### config.mk
export PLATFORM = sky130hd
export DESIGN_NAME = mem_arbiter
export DESIGN_NICKNAME = d
export VERILOG_FILES = /design/src/rtl/mem_arb_pkg.sv /design/src/rtl/type_pkg.sv /design/src/rtl/mem_arbiter_pick.sv /design/src/rtl/mem_arbiter.sv
export SDC_FILE = /design/constraint.sdc
export NUM_CORES = 1
export LEC_CHECK = 0
export CORE_AREA = 2 2 104 106
export CTS_CLUSTER_DIAMETER = 100
export CTS_CLUSTER_SIZE = 14
export DETAILED_ROUTE_END_ITERATION = 8
export DIE_AREA = 0 0 106 108
export PLACE_DENSITY_LB_ADDON = 0.08
export SYNTH_ARGS = -nofsm -noshare
export SYNTH_HDL_FRONTEND = slang
export SYNTH_SLANG_ARGS = --single-unit
### constraint.sdc
create_clock -name clk -period 2.1 [get_ports clk]
set_clock_uncertainty 0.1 [all_clocks]
set_input_delay 0.21 -clock clk [delete_from_list [all_inputs] [get_ports clk]]
set_output_delay 0.21 -clock clk [all_outputs]
set_load 0.005 [all_outputs]
### src/rtl/mem_arb_pkg.sv
`default_nettype none
// ============================================================================
// Package : mem_arb_pkg
// Brief   : States, owner encoding and line-geometry helpers for mem_arbiter.
// Rev     : 1.0  initial release
// ============================================================================
package mem_arb_pkg;

    localparam int BURST_LEN_DFLT = 4;
    localparam int OFFSET_W       = $clog2(BURST_LEN_DFLT) + 2;

    typedef enum logic [1:0] {
        IDLE = 2'd0,
        BUSY = 2'd1,
        DONE = 2'd2
    } arb_state_t;

    typedef enum logic [1:0] {
        OWN_NONE = 2'd0,
        OWN_IC   = 2'd1,
        OWN_DC   = 2'd2
    } arb_owner_t;

    // Byte-offset field width of a line holding burst_len 32-bit words.
    function automatic int offset_w(input int burst_len);
        return $clog2(burst_len) + 2;
    endfunction

endpackage : mem_arb_pkg
`default_nettype wire

### src/rtl/type_pkg.sv
`default_nettype none
// ============================================================================
// Package : type_pkg
// Brief   : Shared machine word types for the memory subsystem.
// Rev     : 1.0  initial release
// ============================================================================
package type_pkg;

    typedef logic [31:0] addr_t;
    typedef logic [31:0] data_t;

endpackage : type_pkg
`default_nettype wire

### src/rtl/mem_arbiter_pick.sv
`default_nettype none
// ============================================================================
// Module  : arb_pick
// Brief   : Combinational winner select between icache and dcache requests.
// Options : MEM_ARBITER_ROUND_ROBIN_EN - tie goes to the side not granted last
// Rev     : 1.0  initial release
// ============================================================================
module arb_pick
    import mem_arb_pkg::*;
(
    input  logic       ic_req,
    input  logic       dc_req,
`ifdef MEM_ARBITER_ROUND_ROBIN_EN
    input  logic       last_dc,
`endif
    output arb_owner_t winner
);

    always_comb begin
        winner = OWN_NONE;
        if (ic_req && dc_req) begin
`ifdef MEM_ARBITER_ROUND_ROBIN_EN
            winner = last_dc ? OWN_IC : OWN_DC;
`else
            winner = OWN_DC;
`endif
        end else if (dc_req) begin
            winner = OWN_DC;
        end else if (ic_req) begin
            winner = OWN_IC;
        end
    end

endmodule : arb_pick
`default_nettype wire

### src/rtl/mem_arbiter.sv
`default_nettype none
// ============================================================================
// Module  : mem_arbiter
// Brief   : Shares the memory word port between icache and dcache line bursts.
// Options : MEM_ARBITER_ROUND_ROBIN_EN - round-robin tie breaking
// Rev     : 1.0  initial release
// ============================================================================
module mem_arbiter
    import type_pkg::*;
    import mem_arb_pkg::*;
#(
    parameter int BURST_LEN = BURST_LEN_DFLT,
    parameter int ADDR_W    = $bits(addr_t),
    parameter int DATA_W    = $bits(data_t)
) (
    input  logic              clk,
    input  logic              rst_n,
    input  logic              ic_req,
    input  logic [ADDR_W-1:0] ic_addr,
    output logic              ic_rvalid,
    output logic [DATA_W-1:0] ic_rdata,
    output logic              ic_done,
    input  logic              dc_req,
    input  logic              dc_we,
    input  logic [ADDR_W-1:0] dc_addr,
    input  logic [DATA_W-1:0] dc_wdata,
    output logic              dc_wnext,
    output logic              dc_rvalid,
    output logic [DATA_W-1:0] dc_rdata,
    output logic              dc_done,
    output logic              mem_valid,
    output logic              mem_we,
    output logic [ADDR_W-1:0] mem_addr,
    output logic [DATA_W-1:0] mem_wdata,
    input  logic              mem_ready,
    input  logic [DATA_W-1:0] mem_rdata
);

    localparam int                  c_beat_w    = $clog2(BURST_LEN);
    localparam int                  c_offset_w  = offset_w(BURST_LEN);
    localparam logic [c_beat_w-1:0] c_last_beat = c_beat_w'(BURST_LEN - 1);
    localparam logic [ADDR_W-1:0]   c_line_mask =
        ~((ADDR_W'(1) << c_offset_w) - ADDR_W'(1));

    arb_state_t          r_state;
    arb_owner_t          r_owner;
    logic [c_beat_w-1:0] r_beat;
    logic [ADDR_W-1:0]   r_base;
    logic                r_we;
    arb_owner_t          w_winner;
    logic                w_busy;
    logic                w_beat_done;
    logic                w_rd_beat;
    logic                w_done;

`ifdef MEM_ARBITER_ROUND_ROBIN_EN
    logic                r_last_dc;
`endif

    arb_pick u_pick (
        .ic_req  (ic_req),
        .dc_req  (dc_req),
`ifdef MEM_ARBITER_ROUND_ROBIN_EN
        .last_dc (r_last_dc),
`endif
        .winner  (w_winner)
    );

    always_ff @(posedge clk or negedge rst_n) begin
        if (!rst_n) begin
            r_state   <= IDLE;
            r_owner   <= OWN_NONE;
            r_beat    <= '0;
            r_base    <= '0;
            r_we      <= 1'b0;
`ifdef MEM_ARBITER_ROUND_ROBIN_EN
            r_last_dc <= 1'b0;
`endif
        end else begin
            case (r_state)
                IDLE: begin
                    if (w_winner != OWN_NONE) begin
                        r_owner <= w_winner;
                        r_base  <= ((w_winner == OWN_DC) ? dc_addr : ic_addr) & c_line_mask;
                        r_we    <= (w_winner == OWN_DC) && dc_we;
                        r_beat  <= '0;
                        r_state <= BUSY;
`ifdef MEM_ARBITER_ROUND_ROBIN_EN
                        r_last_dc <= (w_winner == OWN_DC);
`endif
                    end
                end
                BUSY: begin
                    // Counter wraps back to zero on the last beat by width alone.
                    if (mem_ready) begin
                        r_beat <= r_beat + 1'b1;
                        if (r_beat == c_last_beat) begin
                            r_state <= DONE;
                        end
                    end
                end
                DONE: begin
                    r_state <= IDLE;
                    r_owner <= OWN_NONE;
                end
                default: begin
                    r_state <= IDLE;
                    r_owner <= OWN_NONE;
                end
            endcase
        end
    end

    assign w_busy      = (r_state == BUSY);
    assign w_beat_done = w_busy && mem_ready;
    assign w_rd_beat   = w_beat_done && !r_we;
    assign w_done      = (r_state == DONE);

    // The offset field never carries into the line base, so OR-free add is safe.
    assign mem_valid = w_busy;
    assign mem_we    = w_busy && r_we;
    assign mem_addr  = w_busy
                     ? r_base + {{(ADDR_W - c_offset_w){1'b0}}, r_beat, 2'b00}
                     : '0;
    assign mem_wdata = w_busy ? dc_wdata : '0;

    assign ic_rvalid = w_rd_beat && (r_owner == OWN_IC);
    assign ic_rdata  = ic_rvalid ? mem_rdata : '0;
    assign dc_rvalid = w_rd_beat && (r_owner == OWN_DC);
    assign dc_rdata  = dc_rvalid ? mem_rdata : '0;
    assign dc_wnext  = w_beat_done && r_we;

    assign ic_done   = w_done && (r_owner == OWN_IC);
    assign dc_done   = w_done && (r_owner == OWN_DC);

endmodule : mem_arbiter
`default_nettype wire

==> impl_metrics.env, run 1 <==
export IMPL_vdd_drop_max_mv=0.392
export IMPL_worstPathMaxFanout=10
export IMPL_async_reset_ff_share_pct=100
export IMPL_drv_slew=0
export IMPL_synth_enable_flop_cells=0
export IMPL_cp_start_kind="flip-flop"
export IMPL_grt_pass1_wl_um=14500
export IMPL_fin_crit_ps=2050
export IMPL_fp_dieW_um=106
export IMPL_num_rows=37
export IMPL_ys_ff_latch=35
export IMPL_synthTopCellsByCount="and2_1, mux2_2, dfrtp_1, buf_6, buf_2"
export IMPL_status="completed"
export IMPL_finalHoldViolCount=0
export IMPL_cts_made_buffers=5
export IMPL_fillers=940
export IMPL_die_h_um=108
export IMPL_drive_above_1_share_pct=19.2
export IMPL_fin_crit_sh_pct=97.5
export IMPL_clk_pin_slew_ps=70
export IMPL_timing_fmax_mhz=488
export IMPL_finalSetupViolCount=0
export IMPL_p_per_area_nw_per_um2=839
export IMPL_cts_sinks=35
export IMPL_synth_distinct_cells=29
export IMPL_dp_hpwl_um=7860
export IMPL_antenna_found_initial=0
export IMPL_yosysSeqAreaShare_pct=32.4
export IMPL_post_drt_wl_per_cell_um=15.0
export IMPL_drt_total_wl_um=10300
export IMPL_ioPinCount=269
export IMPL_max_slew_margin_rel_pct=47.9
export IMPL_avgSynthCellArea_um2=9.76
export IMPL_switchingPower_mw=1.58
export IMPL_yosys_most_used_dff="dfrtp_1"
export IMPL_arrival_ps=1740
export IMPL_clock_latency_ps=280
export IMPL_grt_max_degree=44
export IMPL_synth_top_area_cell="dfrtp_1"
export IMPL_synthTopCellsByArea="dfrtp_1, and2_1, mux2_2"
export IMPL_htree_levels=2
export IMPL_cp_num_buf_inv=3
export IMPL_grt_overflow=0
export IMPL_antenna_cells=0
export IMPL_viasPerCell=4.25
export IMPL_netlist_instances=277
export IMPL_final_antenna_net_count=0
export IMPL_cp_cell_sequence="nand4bb_4 > nor2_4 > buf_12 > buf_12 > and2_1 > dlygate4sd2_1"
export IMPL_grt_total_usage_pct=15.9
export IMPL_maxCapViolCount=0
export IMPL_core_region_area_um2=10200
export IMPL_cts_tree="yes"
export IMPL_internal_power_mw=3.23
export IMPL_vias=2919
export IMPL_clockBufferDepth=2
export IMPL_crit_type="flip-flop to output pin"
export IMPL_dp_cells=662
export IMPL_grt_pass1_vias=2837
export IMPL_comb_power_share_pct=65.9
export IMPL_synth_most_common_cell="and2_1"
export IMPL_yosys_warnings=0
export IMPL_clockPowerShare_pct=9.7
export IMPL_end_kind="output pin"
export IMPL_portBuffers=258
export IMPL_clock_root_buffer="clkbuf_8"
export IMPL_start_util_pct=26.4
export IMPL_p_seq_share_pct=24.4
export IMPL_die_area_um2=11400
export IMPL_hp_class="flip-flop to flip-flop"
export IMPL_worstPathRequired_ps=1790
export IMPL_area_growth_pct=112
export IMPL_cp_top_family="simple AND/OR/NAND/NOR gates"
export IMPL_drtIter0Drc=79
export IMPL_max_stage_delay_ps=400
export IMPL_stdcell_count=687
export IMPL_first_pass_iters=4
export IMPL_syn_area_um2=2700
export IMPL_drc_errors=0
export IMPL_place_gp_congestion=0.749
export IMPL_critPathMostFrequentCell="buf_12"
export IMPL_sw_frac_of_total_pct=32.8
export IMPL_leakage_nw=2.96
export IMPL_utilization_pct=56.0
export IMPL_tightest_slew_ps=781
export IMPL_rsz0062_at_grt="yes"
export IMPL_crit_slowest_cell="dfrtp_1"
export IMPL_fin_nets=686
export IMPL_synth_top_area_share_pct=32.4
==> sequential cells by signal, indices dropped and copies added (netlist names) <==
signal   cells
r_base      28
r_beat       2
r_owner      2
r_state      2
r_we         1
==> per-stage QoR <==
| step | setup slack [ps] | cell area (µm²) | TNS [ps] | hold slack, ps | power [mW] |
|---|---|---|---|---|---|
| after global placement | -96.0 | 5460 | -3210 | 244 | 4.41 |
| after global routing | -17.7 | 5730 | -183 | 412 | 5.17 |
| after floorplan | 612 | 2710 | 0 | -186 | 2.54 |
| final | 52.8 | 5730 | 0 | 387 | 4.81 |
| after CTS | -105 | 5450 | -804 | 395 | 4.65 |
| after detailed placement | -134 | 5460 | -5630 | 240 | 4.48 |
==> cells in the final DEF (no fill, tap or decap), drive strengths merged, types with 4 or more instances in the layout <==
cell type / n
and2: 127
clkdlybuf4s50: 127
mux2: 56
dlygate4sd2: 55
dfrtp: 35
clkdlybuf4s15: 33
dlymetal6s2s: 33
buf: 28
clkbuf: 17
nor2: 6
nand2: 5
nand2b: 4
o21ai: 4
==> power groups by stage <==
stage | sequential, mW | clock (mW) | combinational, mW
after detailed placement | 1.19 | 0 | 3.29
after global routing | 1.22 | 0.510 | 3.44
after global placement | 1.16 | 0 | 3.25
after floorplan | 1.12 | 0 | 1.42
final | 1.17 | 0.469 | 3.17
after CTS | 1.17 | 0.492 | 2.98
==> timing repair <==
item                                    4_1_cts  5_1_grt
buffers inserted                              0       13
hold buffers                                  1        0
pin swaps                                     1        3
gates cloned                                  1        3
gates resized for setup                     103       86
hold endpoints to repair                     35        0
endpoints found under the setup margin      129       34
==> cell type report <==
| type | instances | area, µm² | area share, % |
|---|---|---|---|
| clock inverters | 2 | 13.8 | 0.240 |
| well taps | 136 | 170 | 2.97 |
| flip-flops and latches | 35 | 876 | 15.3 |
| clock buffers | 5 | 68.8 | 1.20 |
| inverters | 2 | 7.51 | 0.131 |
| repair buffers | 289 | 2930 | 51.1 |
| multi-input cells | 218 | 1670 | 29.1 |
==> path summary, 6_finish.rpt <==
path	from	end	slack [ps]	depth (start not counted)
min in group asynchronous	rst_n	r_base[28]	440	2
hold / removal	r_base[22]	r_base[22]	390	1
setup / recovery	r_we	ic_rdata[27]	50	6
setup reg to reg	r_state[0]	r_base[22]	490	5
hold reg to reg	r_base[22]	r_base[22]	390	1
max in group asynchronous	rst_n	r_owner[1]	960	2
==> cells by family (layout without fill, tap and decap cells) <==
kind of cell	after synthesis	in the layout	share of synthesized area (%)
DFF	35	35	32.4
buffers and inverters	25	298	6.34
and+or+nand+nor	151	151	35.3
muxes	56	56	23.3
adders and majority gates	1	1	0.463
other	1	2	0.139
AOI/OAI and AO/OA	8	8	1.99
==> metal layers <==
metal	up-vias	routed length, µm	track usage (%)
li1	1441	-	-
met1	1334	3630	15.3
met2	136	5590	32.1
met3	8	965	5.55
met4	0	114	3.95
met5	-	0	0
Note: power is estimated with default switching activity, not from simulation.
==> run 2, diff against run 1 <==
- CAP_MARGIN: default -> 40
- CTS_CLUSTER_DIAMETER: 100 -> default
==> results of run 2 <==
No change in the layout: final DEF, timing and power equal those of run 1.
